--- src/rtl/m_disk_notify_sched_pkg.sv ---
// -----------------------------------------------------------------------------
// m_disk_notify_sched_pkg
// Shared constants for the virtio disk notify scheduler:
//   - DISK_QUEUE_NUM_MAX : number of virtqueues the disk exposes
//   - QUEUE_STRIDE       : words per virtqueue register group in the disk map
//   - OFS_DESC/AVAIL/USED: word offsets of DescLow, AvailLow, UsedLow in a group
//   - state_e            : scheduler FSM encodings
//   - queue_word_addr()  : byte address of a word inside a queue's group
// -----------------------------------------------------------------------------
`ifndef DISK_QUEUE_NUM_MAX
`define DISK_QUEUE_NUM_MAX 8
`endif

package m_disk_notify_sched_pkg;

   localparam int unsigned DISK_QUEUE_NUM_MAX = `DISK_QUEUE_NUM_MAX;

   localparam logic [31:0] QUEUE_STRIDE = 32'd9;
   localparam logic [31:0] OFS_DESC     = 32'd2;
   localparam logic [31:0] OFS_AVAIL    = 32'd4;
   localparam logic [31:0] OFS_USED     = 32'd6;

   typedef enum logic [2:0] {
      ST_IDLE = 3'd0,
      ST_REQ  = 3'd1,
      ST_F0   = 3'd2,
      ST_F1   = 3'd3,
      ST_F2   = 3'd4,
      ST_F3   = 3'd5,
      ST_OUT  = 3'd6
   } state_e;

   // Byte address of word 'ofs' inside the register group of queue 'idx'.
   function automatic logic [31:0] queue_word_addr(input logic [31:0] idx,
                                                   input logic [31:0] ofs);
      return ((idx * QUEUE_STRIDE) + ofs) << 2;
   endfunction

endpackage

--- src/rtl/m_notify_fifo.sv ---
// -----------------------------------------------------------------------------
// m_notify_fifo
// Small synchronous FIFO holding captured queue notifies.
// Ports:
//   clk, rst_n      : clock, synchronous active-low reset (clears pointers/count)
//   push, din       : write request and data
//   pop             : remove head entry
//   dout            : head entry (combinational read of the head slot)
//   full, empty     : occupancy flags
//   drop            : push refused this cycle (full and no simultaneous pop)
// A push while full is still accepted when a pop happens in the same cycle.
// -----------------------------------------------------------------------------
module m_notify_fifo #(
   parameter int DEPTH = 4,
   parameter int WIDTH = 64
) (
   input  logic             clk,
   input  logic             rst_n,
   input  logic             push,
   input  logic [WIDTH-1:0] din,
   input  logic             pop,
   output logic [WIDTH-1:0] dout,
   output logic             full,
   output logic             empty,
   output logic             drop
);

   localparam int AW = (DEPTH > 1) ? $clog2(DEPTH) : 1;
   localparam logic [AW:0] FULL_CNT = (AW + 1)'(DEPTH);

   logic [AW-1:0]    wr_ptr_q, wr_ptr_d;
   logic [AW-1:0]    rd_ptr_q, rd_ptr_d;
   logic [AW:0]      count_q,  count_d;
   logic [WIDTH-1:0] mem_q [DEPTH];
   logic             push_ok;
   logic             pop_ok;

   assign full  = (count_q == FULL_CNT);
   assign empty = (count_q == '0);
   assign dout  = mem_q[rd_ptr_q];
   assign drop  = push && full && !pop;

   // Pointer and occupancy update; a simultaneous push and pop keeps the count.
   always_comb begin
      pop_ok   = pop && !empty;
      push_ok  = push && (!full || pop_ok);
      wr_ptr_d = wr_ptr_q;
      rd_ptr_d = rd_ptr_q;
      count_d  = count_q;
      if (push_ok) begin
         wr_ptr_d = wr_ptr_q + 1'b1;
      end
      if (pop_ok) begin
         rd_ptr_d = rd_ptr_q + 1'b1;
      end
      if (push_ok && !pop_ok) begin
         count_d = count_q + 1'b1;
      end else if (pop_ok && !push_ok) begin
         count_d = count_q - 1'b1;
      end
   end

   // Control state register.
   always_ff @(posedge clk) begin
      if (!rst_n) begin
         wr_ptr_q <= '0;
         rd_ptr_q <= '0;
         count_q  <= '0;
      end else begin
         wr_ptr_q <= wr_ptr_d;
         rd_ptr_q <= rd_ptr_d;
         count_q  <= count_d;
      end
   end

   // Storage needs no reset: the empty count hides stale slots.
   always_ff @(posedge clk) begin
      if (push_ok) begin
         mem_q[wr_ptr_q] <= din;
      end
   end

endmodule

--- src/rtl/m_disk_notify_sched.sv ---
// -----------------------------------------------------------------------------
// m_disk_notify_sched
// Captures virtio disk queue-notify pulses, fetches DescLow/AvailLow/UsedLow of
// the selected queue through the disk micro-controller port, and hands one
// complete descriptor to the micro-controller over valid/ready.
// Ports:
//   CLK, RST_X                 : clock, synchronous active-low reset
//   i_req, i_qsel, i_qnum      : notify pulse with queue select / QueueNum
//   o_dreq, i_dgnt             : request/grant of the disk port (mode 2)
//   o_daddr, i_ddata           : disk byte address, registered read data
//   o_valid, i_ready           : output handshake
//   o_qsel..o_used             : fetched request fields
//   i_clr, o_ovf, o_bad        : sticky flag clear, overflow, bad-queue flags
//   o_busy                     : work pending or in progress
// -----------------------------------------------------------------------------
module m_disk_notify_sched
   import m_disk_notify_sched_pkg::*;
#(
   parameter int DEPTH    = 4,
   parameter int QNUM_MAX = `DISK_QUEUE_NUM_MAX
) (
   input  logic        CLK,
   input  logic        RST_X,
   input  logic        i_req,
   input  logic [31:0] i_qsel,
   input  logic [31:0] i_qnum,
   output logic        o_dreq,
   input  logic        i_dgnt,
   output logic [31:0] o_daddr,
   input  logic [31:0] i_ddata,
   output logic        o_valid,
   output logic [31:0] o_qsel,
   output logic [31:0] o_qnum,
   output logic [31:0] o_desc,
   output logic [31:0] o_avail,
   output logic [31:0] o_used,
   input  logic        i_ready,
   input  logic        i_clr,
   output logic        o_ovf,
   output logic        o_bad,
   output logic        o_busy
);

   localparam int          QW         = (QNUM_MAX > 1) ? $clog2(QNUM_MAX) : 1;
   localparam logic [31:0] QNUM_LIMIT = 32'(QNUM_MAX);

   state_e      state_q, state_d;
   logic        pend_q, pend_d;
   logic [31:0] pend_qsel_q, pend_qsel_d;
   logic [31:0] pend_qnum_q, pend_qnum_d;
   logic [31:0] daddr_q, daddr_d;
   logic [31:0] desc_q, desc_d;
   logic [31:0] avail_q, avail_d;
   logic [31:0] used_q, used_d;
   logic [31:0] oqsel_q, oqsel_d;
   logic [31:0] oqnum_q, oqnum_d;
   logic        ovf_q, ovf_d;
   logic        bad_q, bad_d;

   logic [63:0] fifo_head;
   logic        fifo_full;
   logic        fifo_empty;
   logic        fifo_drop;
   logic        pop;
   logic        bad_set;
   logic [31:0] head_qsel;
   logic [31:0] head_qnum;
   logic [31:0] head_idx;

   // Notifies pass through one capture stage before entering the FIFO, so a
   // notify sampled at edge N is visible to the idle FSM after edge N+1.
   m_notify_fifo #(
      .DEPTH (DEPTH),
      .WIDTH (64)
   ) u_fifo (
      .clk   (CLK),
      .rst_n (RST_X),
      .push  (pend_q),
      .din   ({pend_qsel_q, pend_qnum_q}),
      .pop   (pop),
      .dout  (fifo_head),
      .full  (fifo_full),
      .empty (fifo_empty),
      .drop  (fifo_drop)
   );

   assign head_qsel = fifo_head[63:32];
   assign head_qnum = fifo_head[31:0];
   assign head_idx  = {{(32-QW){1'b0}}, head_qsel[QW-1:0]};

   // Next-state logic. The head entry stays in the FIFO for the whole fetch
   // and is popped only once the consumer accepts it (or it is rejected).
   always_comb begin
      state_d     = state_q;
      pend_d      = i_req;
      pend_qsel_d = i_qsel;
      pend_qnum_d = i_qnum;
      desc_d      = desc_q;
      avail_d     = avail_q;
      used_d      = used_q;
      oqsel_d     = oqsel_q;
      oqnum_d     = oqnum_q;
      daddr_d     = '0;
      pop         = 1'b0;
      bad_set     = 1'b0;

      case (state_q)
         ST_IDLE: begin
            if (!fifo_empty) begin
               if (head_qsel >= QNUM_LIMIT) begin
                  pop     = 1'b1;
                  bad_set = 1'b1;
               end else begin
                  state_d = ST_REQ;
               end
            end
         end
         ST_REQ: begin
            if (i_dgnt) begin
               state_d = ST_F0;
            end
         end
         ST_F0: begin
            state_d = ST_F1;
         end
         ST_F1: begin
            desc_d  = i_ddata;
            state_d = ST_F2;
         end
         ST_F2: begin
            avail_d = i_ddata;
            state_d = ST_F3;
         end
         ST_F3: begin
            used_d  = i_ddata;
            oqsel_d = head_qsel;
            oqnum_d = head_qnum;
            state_d = ST_OUT;
         end
         ST_OUT: begin
            if (i_ready) begin
               pop     = 1'b1;
               state_d = ST_IDLE;
            end
         end
         default: begin
            state_d = ST_IDLE;
         end
      endcase

      // Losing the grant mid-fetch throws away the partial words and waits
      // in REQ (request still asserted) for the next grant.
      if ((state_q inside {ST_F0, ST_F1, ST_F2, ST_F3}) && !i_dgnt) begin
         state_d = ST_REQ;
         desc_d  = '0;
         avail_d = '0;
         used_d  = '0;
      end

      // Address is registered from the next state so it is on the port for
      // the whole F0..F2 cycle; read data returns one cycle later.
      case (state_d)
         ST_F0:   daddr_d = queue_word_addr(head_idx, OFS_DESC);
         ST_F1:   daddr_d = queue_word_addr(head_idx, OFS_AVAIL);
         ST_F2:   daddr_d = queue_word_addr(head_idx, OFS_USED);
         default: daddr_d = '0;
      endcase

      // Sticky flags: a set event in the same cycle as a clear wins.
      ovf_d = fifo_drop ? 1'b1 : (i_clr ? 1'b0 : ovf_q);
      bad_d = bad_set   ? 1'b1 : (i_clr ? 1'b0 : bad_q);
   end

   // All state and output registers, cleared together by reset.
   always_ff @(posedge CLK) begin
      if (!RST_X) begin
         state_q     <= ST_IDLE;
         pend_q      <= 1'b0;
         pend_qsel_q <= '0;
         pend_qnum_q <= '0;
         daddr_q     <= '0;
         desc_q      <= '0;
         avail_q     <= '0;
         used_q      <= '0;
         oqsel_q     <= '0;
         oqnum_q     <= '0;
         ovf_q       <= 1'b0;
         bad_q       <= 1'b0;
      end else begin
         state_q     <= state_d;
         pend_q      <= pend_d;
         pend_qsel_q <= pend_qsel_d;
         pend_qnum_q <= pend_qnum_d;
         daddr_q     <= daddr_d;
         desc_q      <= desc_d;
         avail_q     <= avail_d;
         used_q      <= used_d;
         oqsel_q     <= oqsel_d;
         oqnum_q     <= oqnum_d;
         ovf_q       <= ovf_d;
         bad_q       <= bad_d;
      end
   end

   // Outputs are pure functions of registers, so inputs never reach them
   // combinationally.
   assign o_dreq  = state_q inside {ST_REQ, ST_F0, ST_F1, ST_F2, ST_F3};
   assign o_valid = (state_q == ST_OUT);
   assign o_daddr = daddr_q;
   assign o_desc  = desc_q;
   assign o_avail = avail_q;
   assign o_used  = used_q;
   assign o_qsel  = oqsel_q;
   assign o_qnum  = oqnum_q;
   assign o_ovf   = ovf_q;
   assign o_bad   = bad_q;
   assign o_busy  = pend_q || !fifo_empty || (state_q != ST_IDLE);

endmodule

--- config.mk ---
export PLATFORM = sky130hd
export DESIGN_NAME = m_disk_notify_sched
export DESIGN_NICKNAME = d
export VERILOG_FILES = /design/src/rtl/m_disk_notify_sched_pkg.sv /design/src/rtl/m_notify_fifo.sv /design/src/rtl/m_disk_notify_sched.sv
export SDC_FILE = /design/constraint.sdc
export NUM_CORES = 1
export LEC_CHECK = 0
export CAP_MARGIN = 15
export CORE_AREA = 2 2 203 205
export CTS_CLUSTER_DIAMETER = 200
export DETAILED_ROUTE_END_ITERATION = 16
export DIE_AREA = 0 0 205 207
export PLACE_DENSITY = 0.69
export SKIP_LAST_GASP = 1
export SYNTH_ARGS = -nofsm -noshare
export SYNTH_HDL_FRONTEND = slang
export SYNTH_SLANG_ARGS = --single-unit
--- constraint.sdc ---
create_clock -name CLK -period 9.9 [get_ports CLK]
set_input_delay 1.98 -clock CLK [delete_from_list [all_inputs] [get_ports CLK]]
set_output_delay 1.98 -clock CLK [all_outputs]
set_load 0.02 [all_outputs]
# Word level (Yosys, flattened, before mapping)
# Memories as Yosys holds them, arrays and structs flattened. A register that Yosys moved wholly into a read port is not among the register bits.
# Cells that the tools add are included.
# op_classes
add_sub_neg	7
multipliers	1
div	0
order_cmp	1
n_eq_ne	10
shifts	0
n_mux	21
bitwise	1
reduce_logical	25
# ops
op	n
$pmux W32 S3	1
$ge A32 B4 Y1 const B	1
$add A30 B2 Y30 const B	1
$add A30 B3 Y30 const B	1
$mux W3	7
$pmux W3 S7	1
$eq A3 B3 Y1 const B	5
$eq A3 B2 Y1 const B	4
$mux W1	9
$add A7 B3 Y8 const B	1
$logic_and A1 B1 Y1	7
$mul A3 B4 Y7 const B	1
$logic_not A1 Y1	6
$logic_not A3 Y1	2
$reduce_bool A2 Y1	3
$reduce_bool A5 Y1	1
$add A2 B1 Y2 const B	2
$mux W2	2
$reduce_bool A4 Y1	1
$add A3 B1 Y3 const B	1
$eq A3 B1 Y1 const B	1
$logic_or A1 B1 Y1	3
$reduce_bool A3 Y1	1
$sub A3 B1 Y3 const B	1
3 further kinds	3
# totals
ff_bits	269
latchBits	0
ramBits	256
rom_bits	0
output_inout_bits	197
n_memories	1
# mem_list
memory	words	word_bits	rd	rd_ports_with_merged_regs	wr	line_no	source
u_fifo.mem_q	4	64	1	1	1	m_notify_fifo.sv:34	logic [WIDTH-1:0] mem_q [DEPTH];

# Logic depth before layout (Yosys ltp)
# Gate-level depths: netlist of run 1.
# depth
ltp_word	11
depth_mapped	13
depth_no_buf	11

# Modules after synthesis
# A second synthesis of run 1 with hierarchy kept.
# hier_totals
cells_unflattened	1352
area_unflattened_um2	18206.2
# by_module_without_submodules
mod	instances	cells_per_inst	area_each_um2	seq_area_each_um2
m_notify_fifo	1	384	9794.4	7867.5
m_disk_notify_sched	1	968	8411.8	4744.6

# Least setup slack after synthesis of run 1
# OpenSTA, ideal clock, no wires.
# synth_path
path_kind	in2reg
from	input port i_ready
to	memory u_fifo.mem_q[0][0], enable pin
t_arrival_ns	3.890
path_slack_ns	5.581
cell_stages	3
cell_sequence	a21oi_1 > a21boi_2 > and2_1
# synth_via
elab_chain_cells	7
# synth_lines
element	line_no	source
start, declared	m_disk_notify_sched.sv:37	input logic i_ready,
$mux W1	m_disk_notify_sched.sv:141	if (i_ready) begin
$pmux W1 S2	m_disk_notify_sched.sv:107	case (state_q)
$logic_and A1 B1 Y1	m_notify_fifo.sv:45	pop_ok = pop && !empty;
$logic_or A1 B1 Y1	m_notify_fifo.sv:46	push_ok = push && (!full || pop_ok);
$logic_and A1 B1 Y1	m_notify_fifo.sv:46	
via u_fifo.push_ok	m_notify_fifo.sv:35	logic push_ok;
$mux W1	m_notify_fifo.sv:78	if (push_ok) begin
$mux W1 (not written as such)	m_notify_fifo.sv:79	mem_q[wr_ptr_q] <= din;
end, declared	m_notify_fifo.sv:34	
# The timed path passes the listed nets, and every way through them passes these cells.

==> results of run 1 <==
[worst min path at each step]
stage                         startpoint                            to  slack (ns)  cells past startpoint
2_1_floorplan  pend_qnum_q[0]$_SDFF_PN0_  u_fifo.mem_q[0][0]$_DFFE_PP_        0.44                      0
3_3_place_gp    o_avail[23]$_SDFFE_PP0P_      o_avail[23]$_SDFFE_PP0P_        0.44                      2
3_5_place_dp     o_desc[20]$_SDFFE_PP0N_       o_desc[20]$_SDFFE_PP0N_        0.45                      2
4_1_cts          o_desc[20]$_SDFFE_PP0N_       o_desc[20]$_SDFFE_PP0N_        0.46                      2
5_1_grt           o_desc[1]$_SDFFE_PP0N_        o_desc[1]$_SDFFE_PP0N_        0.47                      2
6_report         o_avail[9]$_SDFFE_PP0P_       o_avail[9]$_SDFFE_PP0P_        0.45                      2
[layout make-up]
cell class | count | area, um2 | area share
clock buffers | 74 | 1410 | 0.0625
inverters | 12 | 45.0 | 0.00199
well taps | 532 | 666 | 0.0294
clock inverters | 20 | 229 | 0.0101
multi-input cells | 765 | 4830 | 0.214
repair buffers | 283 | 2820 | 0.124
flip-flops and latches | 502 | 12600 | 0.558
[sequential cells by signal, summed over array words and instances (netlist names), named ones only]
name	flops
o_avail	32
o_bad	1
o_daddr	7
o_desc	32
o_ovf	1
o_qnum	32
o_qsel	32
o_used	32
pend_q	1
pend_qnum_q	32
pend_qsel_q	32
state_q	3
u_fifo.count_q	3
u_fifo.mem_q	256
u_fifo.rd_ptr_q	2
u_fifo.wr_ptr_q	2
[stage by stage]
stage / hold WS (ns) / instances / util / area, um2 / power, mW
2_1_floorplan: 0.438 / 1382 / - / 18000 / 2.85
3_3_place_gp: 0.441 / 2093 / 0.519 / 21000 / 3.00
3_5_place_dp: 0.448 / 2093 / 0.519 / 21000 / 3.01
4_1_cts: 0.456 / 2187 / 0.560 / 22600 / 4.87
5_1_grt: 0.471 / 2188 / 0.560 / 22600 / 5.00
6_report: 0.452 / 2188 / 0.560 / 22600 / 4.81
[report_power, final]
group / switching, mW / internal [mW] / total, mW
clock: 0.783 / 1.07 / 1.86
combinational: 0.251 / 0.328 / 0.579
sequential: 0.114 / 2.26 / 2.37
total: 1.15 / 3.66 / 4.81
[cells in the final DEF, fill, tap and decap left out, types with 3 or more instances in the layout]
| master | instances |
|---|---|
| a21oi_1 | 176 |
| and2_1 | 68 |
| and2_4 | 4 |
| buf_4 | 9 |
| bufinv_16 | 3 |
| clkbuf_1 | 18 |
| clkbuf_16 | 51 |
| clkbuf_8 | 5 |
| clkdlybuf4s50_1 | 272 |
| clkinv_1 | 5 |
| clkinv_2 | 6 |
| conb_1 | 25 |
| dfxtp_1 | 244 |
| edfxtp_1 | 256 |
| ha_1 | 11 |
| inv_1 | 8 |
| inv_2 | 4 |
| mux2i_1 | 4 |
| mux4_2 | 64 |
| nand2_1 | 338 |
| nand3_1 | 5 |
| nor2_1 | 21 |
| nor3_1 | 4 |
| nor4_1 | 6 |
| o21ai_0 | 4 |
| or3_1 | 4 |
[critical path: stages, from the launching register on]
cell and delay, ns:
dfxtp_4 0.77, buf_4 0.66, mux4_2 0.61, nor4_1 0.46
nand4_1 0.35, o21bai_2 0.37, and2_1 0.18, ha_1 0.17
inv_1 0.06, fa_1 0.37, xor2_1 0.16, or3_1 0.31
a21oi_1 0.14
[cells by family after synthesis]
group / after synthesis / share of synthesized area
compound gates: 193 / 0.0575
xor+xnor: 4 / 0.00196
fa+ha+maj: 12 / 0.00882
buf+inv: 115 / 0.0309
flops: 502 / 0.706
mux: 69 / 0.0835
other cells: 1 / 0.000210
simple gates: 462 / 0.111
[per-layer routing]
metal  vias to the layer above  share of wire
li1                       5221              -
met1                      5359           0.41
met2                       356           0.50
met3                        63          0.062
met4                         0          0.031
met5                         -              0
[cells in the mapped netlist (2+ instances only)]
library cell / number
nand2_1: 339
edfxtp_1: 256
dfxtp_1: 246
a21oi_1: 176
and2_1: 72
mux4_2: 64
clkbuf_1: 63
buf_4: 27
nor2_1: 21
ha_1: 11
buf_1: 8
inv_1: 8
nor4_1: 6
nand3_1: 5
nor3_1: 5
inv_2: 4
mux2i_1: 4
o21ai_0: 4
or3_1: 4
buf_2: 3
buf_6: 2
nand2b_1: 2
nand4_1: 2
o21a_1: 2
o21ai_1: 2
or3b_1: 2
xnor2_1: 2
xor2_1: 2
==> flow_metrics.py, run 1 <==
metrics = {
    "run_status": {
        "status": "finished clean",
    },
    "route": {
        "drt_iter0_markers": 711,
        "first_pass_iters": 5,
        "vias": 11000,
        "totalWireLength_um": 40700,
        "drc": 0,
        "via_per_inst": 5.03,
        "wl_per_cell_um": 18.6,
        "ant_nets": 0,
    },
    "synthesis": {
        "ys_ff_latch": 502,
        "synth.area.top_cells": "edfxtp_1 43%, dfxtp_1 28%, mux4_2 8.1%, nand2_1 7.1%, a21oi_1 4.9%",
        "yosysSeqAreaShare": 0.706,
        "synth.distinct_cells": 44,
        "synth_top_cell_area_share": 0.430,
        "ys.flop_type": "edfxtp_1",
        "syn_inst": 1358,
        "synth_edf_count": 256,
        "async_flop_share": 0,
        "avgSynthCellArea_um2": 13.2,
        "yosys.area.top_type": "edfxtp_1",
        "ys_warn_count": 0,
        "synthesis.area_mm2": 0.0179,
    },
    "clocking": {
        "max-clock-path-buffers": 3,
        "cts-root-buf": "clkbuf_16",
        "post-cts-setup-buffer-count": 0,
        "clock_sinks": 502,
        "clkTransAtPathRegs_ns": 0.06,
        "hold_buffers": 0,
        "tritoncts": "done",
        "post_cts_resized": 0,
        "cts-htree-levels": 2,
        "cts-buffers-inserted": 50,
        "clk_latency_ns": 0.59,
    },
    "floorplan": {
        "rows": 74,
        "die_x_um": 205,
        "coreArea_mm2": 0.0404,
        "start_util": 0.443,
        "dieArea_mm2": 0.0424,
        "io_pins": 299,
        "fp.dieH_um": 207,
    },
    "critical_path": {
        "cp.required_ns": 10.41,
        "crit_type": "flip-flop to flip-flop",
        "crit_end": "u_fifo.count_q[2]$_SDFFE_PN0P_",
        "crit_path_max_fanout": 34,
        "critPathLaunchType": "flip-flop",
        "crit_path_end_kind": "flip-flop",
        "timing.rr.end": "u_fifo.count_q[2]$_SDFFE_PN0P_",
        "ff2ff_setup_slack_ns": 5.14,
        "reg2reg_depth": 12,
        "arrival_ns": 5.26,
    },
    "place": {
        "dp.final_hpwl_um": 25100,
        "place_ws_ns": 5.11,
        "port_buffers": 273,
        "place.gp.congestion": 0.782,
    },
    "global_route": {
        "track_usage": 0.189,
        "use_met3": 0.0338,
        "grt_busiest_layer": "met2",
        "grtUsageMet1": 0.236,
        "grt_pass1_vias": 11100,
        "use_met2": 0.326,
        "grt_overflow": 0,
        "grt_pass1_wl_um": 61800,
        "grt_max_degree": 97,
        "antenna_found_initial": 1,
    },
    "layout": {
        "nets": 1728,
        "fillers": 3313,
        "num_antenna_cells": 0,
        "drive_gt1_frac": 0.0996,
        "areaGrowthSynthToFinish_pct": 26.6,
    },
    "sta": {
        "min_period_ns": 4.76,
        "relSlewSlack": 0.325,
        "hold_violations": 0,
        "finalSetupViolCount": 0,
        "clock.fmax_mhz": 210,
        "drv_slew": 0,
        "rsz0062_at_grt": "no",
        "post-route-period-util": 0.480,
        "fin_ws_ns": 5.14,
        "fin_worst_skew_ns": 0.0178,
        "worst_pin_slew_ns": 1.01,
        "fin_tns_setup_ns": 0,
    },
    "power_and_ir_drop": {
        "leakagePower_nw": 7.48,
        "p_per_area_mw_per_mm2": 213,
        "peakVddDrop_uv": 147,
    },
    "job": {
        "cap_violations": 0,
    },
    "hold_path": {
        "hold_class": "flip-flop to flip-flop",
    },
}
(Power assumes the default switching activity.)
==> run 2, diff against run 1 <==
--- a/config.mk
+++ b/config.mk
@@ -10,7 +10,7 @@
 export CTS_CLUSTER_DIAMETER = 200
 export DETAILED_ROUTE_END_ITERATION = 16
 export DIE_AREA = 0 0 205 207
-export PLACE_DENSITY = 0.69
+export PLACE_DENSITY = 0.71
 export SKIP_LAST_GASP = 1
 export SYNTH_ARGS = -nofsm -noshare
 export SYNTH_HDL_FRONTEND = slang
==> constraint.sdc (replaced) <==
create_clock -name CLK -period 4.3 [get_ports CLK]
set_input_delay 0.86 -clock CLK [delete_from_list [all_inputs] [get_ports CLK]]
set_output_delay 0.86 -clock CLK [all_outputs]
set_load 0.02 [all_outputs]
==> run 2 against run 1 <==
Wire length is 1.3% higher. Clock skew up 0.0068 ns. Cell area about the same. Largest power group unchanged. Non-clock buffer count rose by 7. Setup slack got worse by 4.7 ns.
==> flow_metrics.py, run 2 (synthesis results as in run 1) <==
metrics = {
    "floorplan": {
        "start_util": 0.443,
        "coreArea_mm2": 0.0404,
        "dieArea_mm2": 0.0424,
        "fp.dieH_um": 207,
        "io_pins": 299,
        "die_x_um": 205,
        "rows": 74,
    },
    "hold_path": {
        "hold_class": "flip-flop to flip-flop",
        "hold_start": "o_used[12]$_SDFFE_PP0P_",
    },
    "critical_path": {
        "critPathLaunchType": "flip-flop",
        "max_stage_delay_ns": 0.71,
        "crit_path_end_kind": "flip-flop",
        "crit_type": "flip-flop to flip-flop",
        "arrival_ns": 4.38,
        "crit_path_max_fanout": 29,
        "cp.required_ns": 4.80,
        "crit_chain": "mux4_2, nor4_1, nand4_1, o21bai_2, and2_1, ha_1, inv_1, fa_1, xor2_1, or3_1, a21oi_1",
        "crit_path_top_delay_cell": "dfxtp_4",
    },
    "route": {
        "first_pass_iters": 5,
        "wl_per_cell_um": 18.8,
        "vias": 11100,
        "drt_iter0_markers": 694,
        "via_per_inst": 5.07,
        "ant_nets": 0,
        "drc": 0,
        "totalWireLength_um": 41200,
    },
    "clocking": {
        "clock_sinks": 502,
        "cts-buffers-inserted": 49,
        "post_cts_resized": 0,
        "tritoncts": "done",
        "max-clock-path-buffers": 3,
        "post-cts-setup-buffer-count": 0,
        "cts-htree-levels": 2,
        "clk_latency_ns": 0.59,
        "hold_buffers": 0,
        "cts-root-buf": "clkbuf_16",
        "clkTransAtPathRegs_ns": 0.06,
    },
    "place": {
        "dp.final_hpwl_um": 26200,
        "place_inst": 2101,
        "port_buffers": 273,
        "place.gp.congestion": 0.800,
    },
    "layout": {
        "multi_input_area_mm2": 0.00483,
        "seqCellArea_mm2": 0.0126,
        "drive_gt1_frac": 0.102,
        "final_common_cell": "nand2_1",
        "nets": 1734,
        "areaGrowthSynthToFinish_pct": 26.7,
        "largest_reg_flops": 256,
        "mostFrequentLayoutCells": "338 x nand2_1, 272 x clkdlybuf4s50_1, 256 x edfxtp_1",
        "largest-register": "u_fifo.mem_q",
        "fin_cells": 2193,
        "fillers": 3301,
    },
    "job": {
        "cap_violations": 0,
    },
    "sta": {
        "post-route-period-util": 0.902,
        "fin_tns_setup_ns": 0,
        "hold_violations": 0,
        "rsz0062_at_grt": "no",
        "min_period_ns": 3.88,
        "worst_pin_slew_ns": 1.04,
        "fin_worst_skew_ns": 0.0246,
        "finalSetupViolCount": 0,
        "relSlewSlack": 0.309,
        "clock.fmax_mhz": 258,
        "drv_slew": 0,
    },
    "global_route": {
        "grt_pass1_vias": 11100,
        "grt_pass1_wl_um": 62700,
        "antenna_found_initial": 1,
        "grt_max_degree": 97,
        "grt_overflow": 0,
        "track_usage": 0.192,
    },
    "power_and_ir_drop": {
        "p_total_mw": 11.1,
        "leakagePower_nw": 7.51,
        "p_per_area_mw_per_mm2": 489,
        "peakVddDrop_uv": 297,
    },
    "run_status": {
        "status": "finished clean",
    },
}
run 2: area by class of cell:
class / count / area share
clock buffers: 77 / 0.0647
flip-flops and latches: 502 / 0.558
well taps: 532 / 0.0294
repair buffers: 290 / 0.126
multi-input cells: 765 / 0.213
clock inverters: 14 / 0.00641
diodes: 1 / 0.000111
inverters: 12 / 0.00199
run 2: worst max-delay path, delay by kind of cell, from the launching register on:
family,cells,cell delay (ns)
simple gates,4,1.21
flops,1,0.71
mux,1,0.60
fa+ha+maj,2,0.55
compound gates,2,0.49
xor+xnor,1,0.16
buf+inv,1,0.06
run 2: per-stage QoR:
stage	hold slack, ns	utilization	cell area [um2]	setup slack, ns
3_5_place_dp	0.446	0.521	21000	0.391
5_1_grt	0.470	0.560	22600	0.114
6_report	0.453	0.561	22600	0.422
4_1_cts	0.454	0.560	22600	0.357
3_3_place_gp	0.441	0.521	21000	0.491
2_1_floorplan	0.438	-	18000	0.593
run 2: where the power goes:
part | leakage [nW] | internal (mW) | total [mW] | switching [mW]
clock network | 0.785 | 2.47 | 4.24 | 1.77
logic | 2.35 | 0.777 | 1.41 | 0.632
registers | 4.37 | 5.20 | 5.42 | 0.216
total | 7.51 | 8.45 | 11.1 | 2.62
run 2: layer usage:
layer | routed length, um | vias up | GRT usage
li1 | - | 5237 | -
met5 | 0 | - | 0
met1 | 17000 | 5462 | 0.237
met3 | 2410 | 72 | 0.0323
met4 | 1480 | 0 | 0.0809
met2 | 20300 | 352 | 0.331
run 2: final timing paths:
check                           cells after the start  slack [ns]                              to
worst max-delay path                               11        0.42  u_fifo.count_q[2]$_SDFFE_PN0P_
worst min-delay path                                2        0.45         o_used[12]$_SDFFE_PP0P_
worst max register to register                     11        0.42  u_fifo.count_q[2]$_SDFFE_PN0P_
worst min register to register                      2        0.45         o_used[12]$_SDFFE_PP0P_
==> run 3, diff against run 2 <==
--- a/config.mk
+++ b/config.mk
@@ -10,8 +10,9 @@
 export CTS_CLUSTER_DIAMETER = 200
 export DETAILED_ROUTE_END_ITERATION = 16
 export DIE_AREA = 0 0 205 207
-export PLACE_DENSITY = 0.71
+export PLACE_DENSITY = 0.69
 export SKIP_LAST_GASP = 1
+export SLEW_MARGIN = 20
 export SYNTH_ARGS = -nofsm -noshare
 export SYNTH_HDL_FRONTEND = slang
 export SYNTH_SLANG_ARGS = --single-unit
==> constraint.sdc (replaced) <==
create_clock -name CLK -period 5.04 [get_ports CLK]
set_input_delay 1.008 -clock CLK [delete_from_list [all_inputs] [get_ports CLK]]
set_output_delay 1.008 -clock CLK [all_outputs]
set_load 0.02 [all_outputs]
==> run 3 against run 2 <==
Flip-flop and latch count unchanged. Highest routed layer unchanged. Sequential power is 15% lower. Largest cell class unchanged. Cell count down 0.23%.
==> flow_metrics.py, run 3 (synthesis results as in run 1) <==
metrics = {
    "floorplan": {
        "coreArea_mm2": 0.0404,
        "rows": 74,
        "dieArea_mm2": 0.0424,
        "start_util": 0.443,
        "io_pins": 299,
        "fp.dieH_um": 207,
        "die_x_um": 205,
    },
    "layout": {
        "largest_reg_flops": 256,
        "num_antenna_cells": 0,
        "largest-register": "u_fifo.mem_q",
        "final_common_cell": "nand2_1",
        "drive_gt1_frac": 0.103,
        "mostFrequentLayoutCells": "338 x nand2_1, 272 x clkdlybuf4s50_1, 256 x edfxtp_1",
        "areaGrowthSynthToFinish_pct": 27.0,
        "nets": 1729,
    },
    "sta": {
        "clock.fmax_mhz": 246,
        "relSlewSlack": 0.287,
        "min_period_ns": 4.06,
        "fin_tns_setup_ns": 0,
        "drv_slew": 0,
        "fin_ws_ns": 0.976,
        "fin_worst_skew_ns": 0.0241,
        "worst_pin_slew_ns": 1.07,
        "finalSetupViolCount": 0,
        "rsz0062_at_grt": "no",
        "hold_violations": 0,
        "post-route-period-util": 0.806,
    },
    "critical_path": {
        "arrival_ns": 4.57,
        "crit_type": "flip-flop to flip-flop",
        "critPathLaunchType": "flip-flop",
        "cp.required_ns": 5.55,
        "crit_path_end_kind": "flip-flop",
        "crit_buf_inv": 1,
        "crit_chain": "mux4_2, nor4_1, nand4_1, o21bai_2, and2_1, ha_1, inv_1, fa_1, xor2_1, or3_1, a21oi_1",
        "max_stage_delay_ns": 0.80,
        "crit_path_top_delay_cell": "dfxtp_4",
        "crit_path_max_fanout": 34,
        "cp_top_family": "simple AND/OR/NAND/NOR gates",
    },
    "place": {
        "place_ws_ns": 1.07,
        "port_buffers": 273,
        "dp.final_hpwl_um": 25700,
        "place.gp.congestion": 0.785,
    },
    "clocking": {
        "clkTransAtPathRegs_ns": 0.06,
        "hold_buffers": 0,
        "cts-htree-levels": 2,
        "max-clock-path-buffers": 3,
        "clock_sinks": 502,
        "clk_latency_ns": 0.58,
        "cts-buffers-inserted": 49,
        "tritoncts": "done",
        "post-cts-setup-buffer-count": 0,
        "post_cts_resized": 0,
        "cts-root-buf": "clkbuf_16",
    },
    "global_route": {
        "grt_max_degree": 97,
        "grt_pass1_vias": 11300,
        "antenna_found_initial": 0,
        "grt_pass1_wl_um": 63300,
        "grt_overflow": 0,
        "track_usage": 0.194,
    },
    "power_and_ir_drop": {
        "p_per_area_mw_per_mm2": 424,
        "peakVddDrop_uv": 269,
        "leakagePower_nw": 7.53,
    },
    "run_status": {
        "status": "finished clean",
    },
    "hold_path": {
        "hold_class": "flip-flop to flip-flop",
        "hold_start": "o_used[30]$_SDFFE_PP0P_",
    },
    "route": {
        "first_pass_iters": 5,
        "drc": 0,
        "drt_iter0_markers": 639,
        "ant_nets": 0,
        "vias": 11200,
        "totalWireLength_um": 41900,
        "via_per_inst": 5.10,
        "wl_per_cell_um": 19.1,
    },
    "job": {
        "cap_violations": 0,
    },
}
-- run 3: area by class of cell --
class | instances | area, um2
Fill cell | 3292 | 17700
Sequential cell | 502 | 12600
Multi-Input combinational cell | 765 | 4830
Timing Repair Buffer | 285 | 2820
Clock buffer | 72 | 1470
Tap cell | 532 | 666
Clock inverter | 20 | 239
Inverter | 12 | 45.0
-- run 3: worst paths after layout --
path                            slack (ns)                             end  depth (start not counted)
worst min-delay path                  0.45         o_used[30]$_SDFFE_PP0P_                          2
worst max-delay path                  0.98  u_fifo.count_q[2]$_SDFFE_PN0P_                         11
worst min register to register        0.45         o_used[30]$_SDFFE_PP0P_                          2
worst max register to register        0.98  u_fifo.count_q[2]$_SDFFE_PN0P_                         11
-- run 3: worst register-to-register path, delay by kind of cell, from the launching register on --
kind / cells / cell delay [ns]
and+or+nand+nor: 4 / 1.26
DFF: 1 / 0.80
xor gates and xnor gates: 1 / 0.17
adders and majority gates: 2 / 0.55
muxes: 1 / 0.63
AOI/OAI and AO/OA: 2 / 0.53
buffers and inverters: 1 / 0.06
-- run 3: power by group --
group          internal, mW  leakage [nW]  switching (mW)  total [mW]
combinational         0.647          2.33           0.539        1.19
clock                  2.28         0.834            1.52        3.80
sequential             4.44          4.37           0.192        4.63
-- run 3: metrics by stage --
| stage | utilization | std cells | cell area [um2] | hold slack [ns] | power, mW |
|---|---|---|---|---|---|
| 2_1_floorplan | - | 1382 | 18000 | 0.438 | 5.60 |
| 3_3_place_gp | 0.520 | 2096 | 21000 | 0.440 | 5.88 |
| 3_5_place_dp | 0.520 | 2096 | 21000 | 0.445 | 5.91 |
| 4_1_cts | 0.562 | 2188 | 22700 | 0.454 | 9.73 |
| 5_1_grt | 0.562 | 2188 | 22700 | 0.467 | 9.98 |
| 6_report | 0.562 | 2188 | 22700 | 0.451 | 9.62 |
-- run 3: per-layer routing --
metal / global-route usage / wire, um / vias to the layer above
li1: - / - / 5237
met1: 0.242 / 17400 / 5496
met2: 0.336 / 20700 / 362
met3: 0.0357 / 2570 / 73
met4: 0.0732 / 1230 / 0
met5: 0 / 0 / -
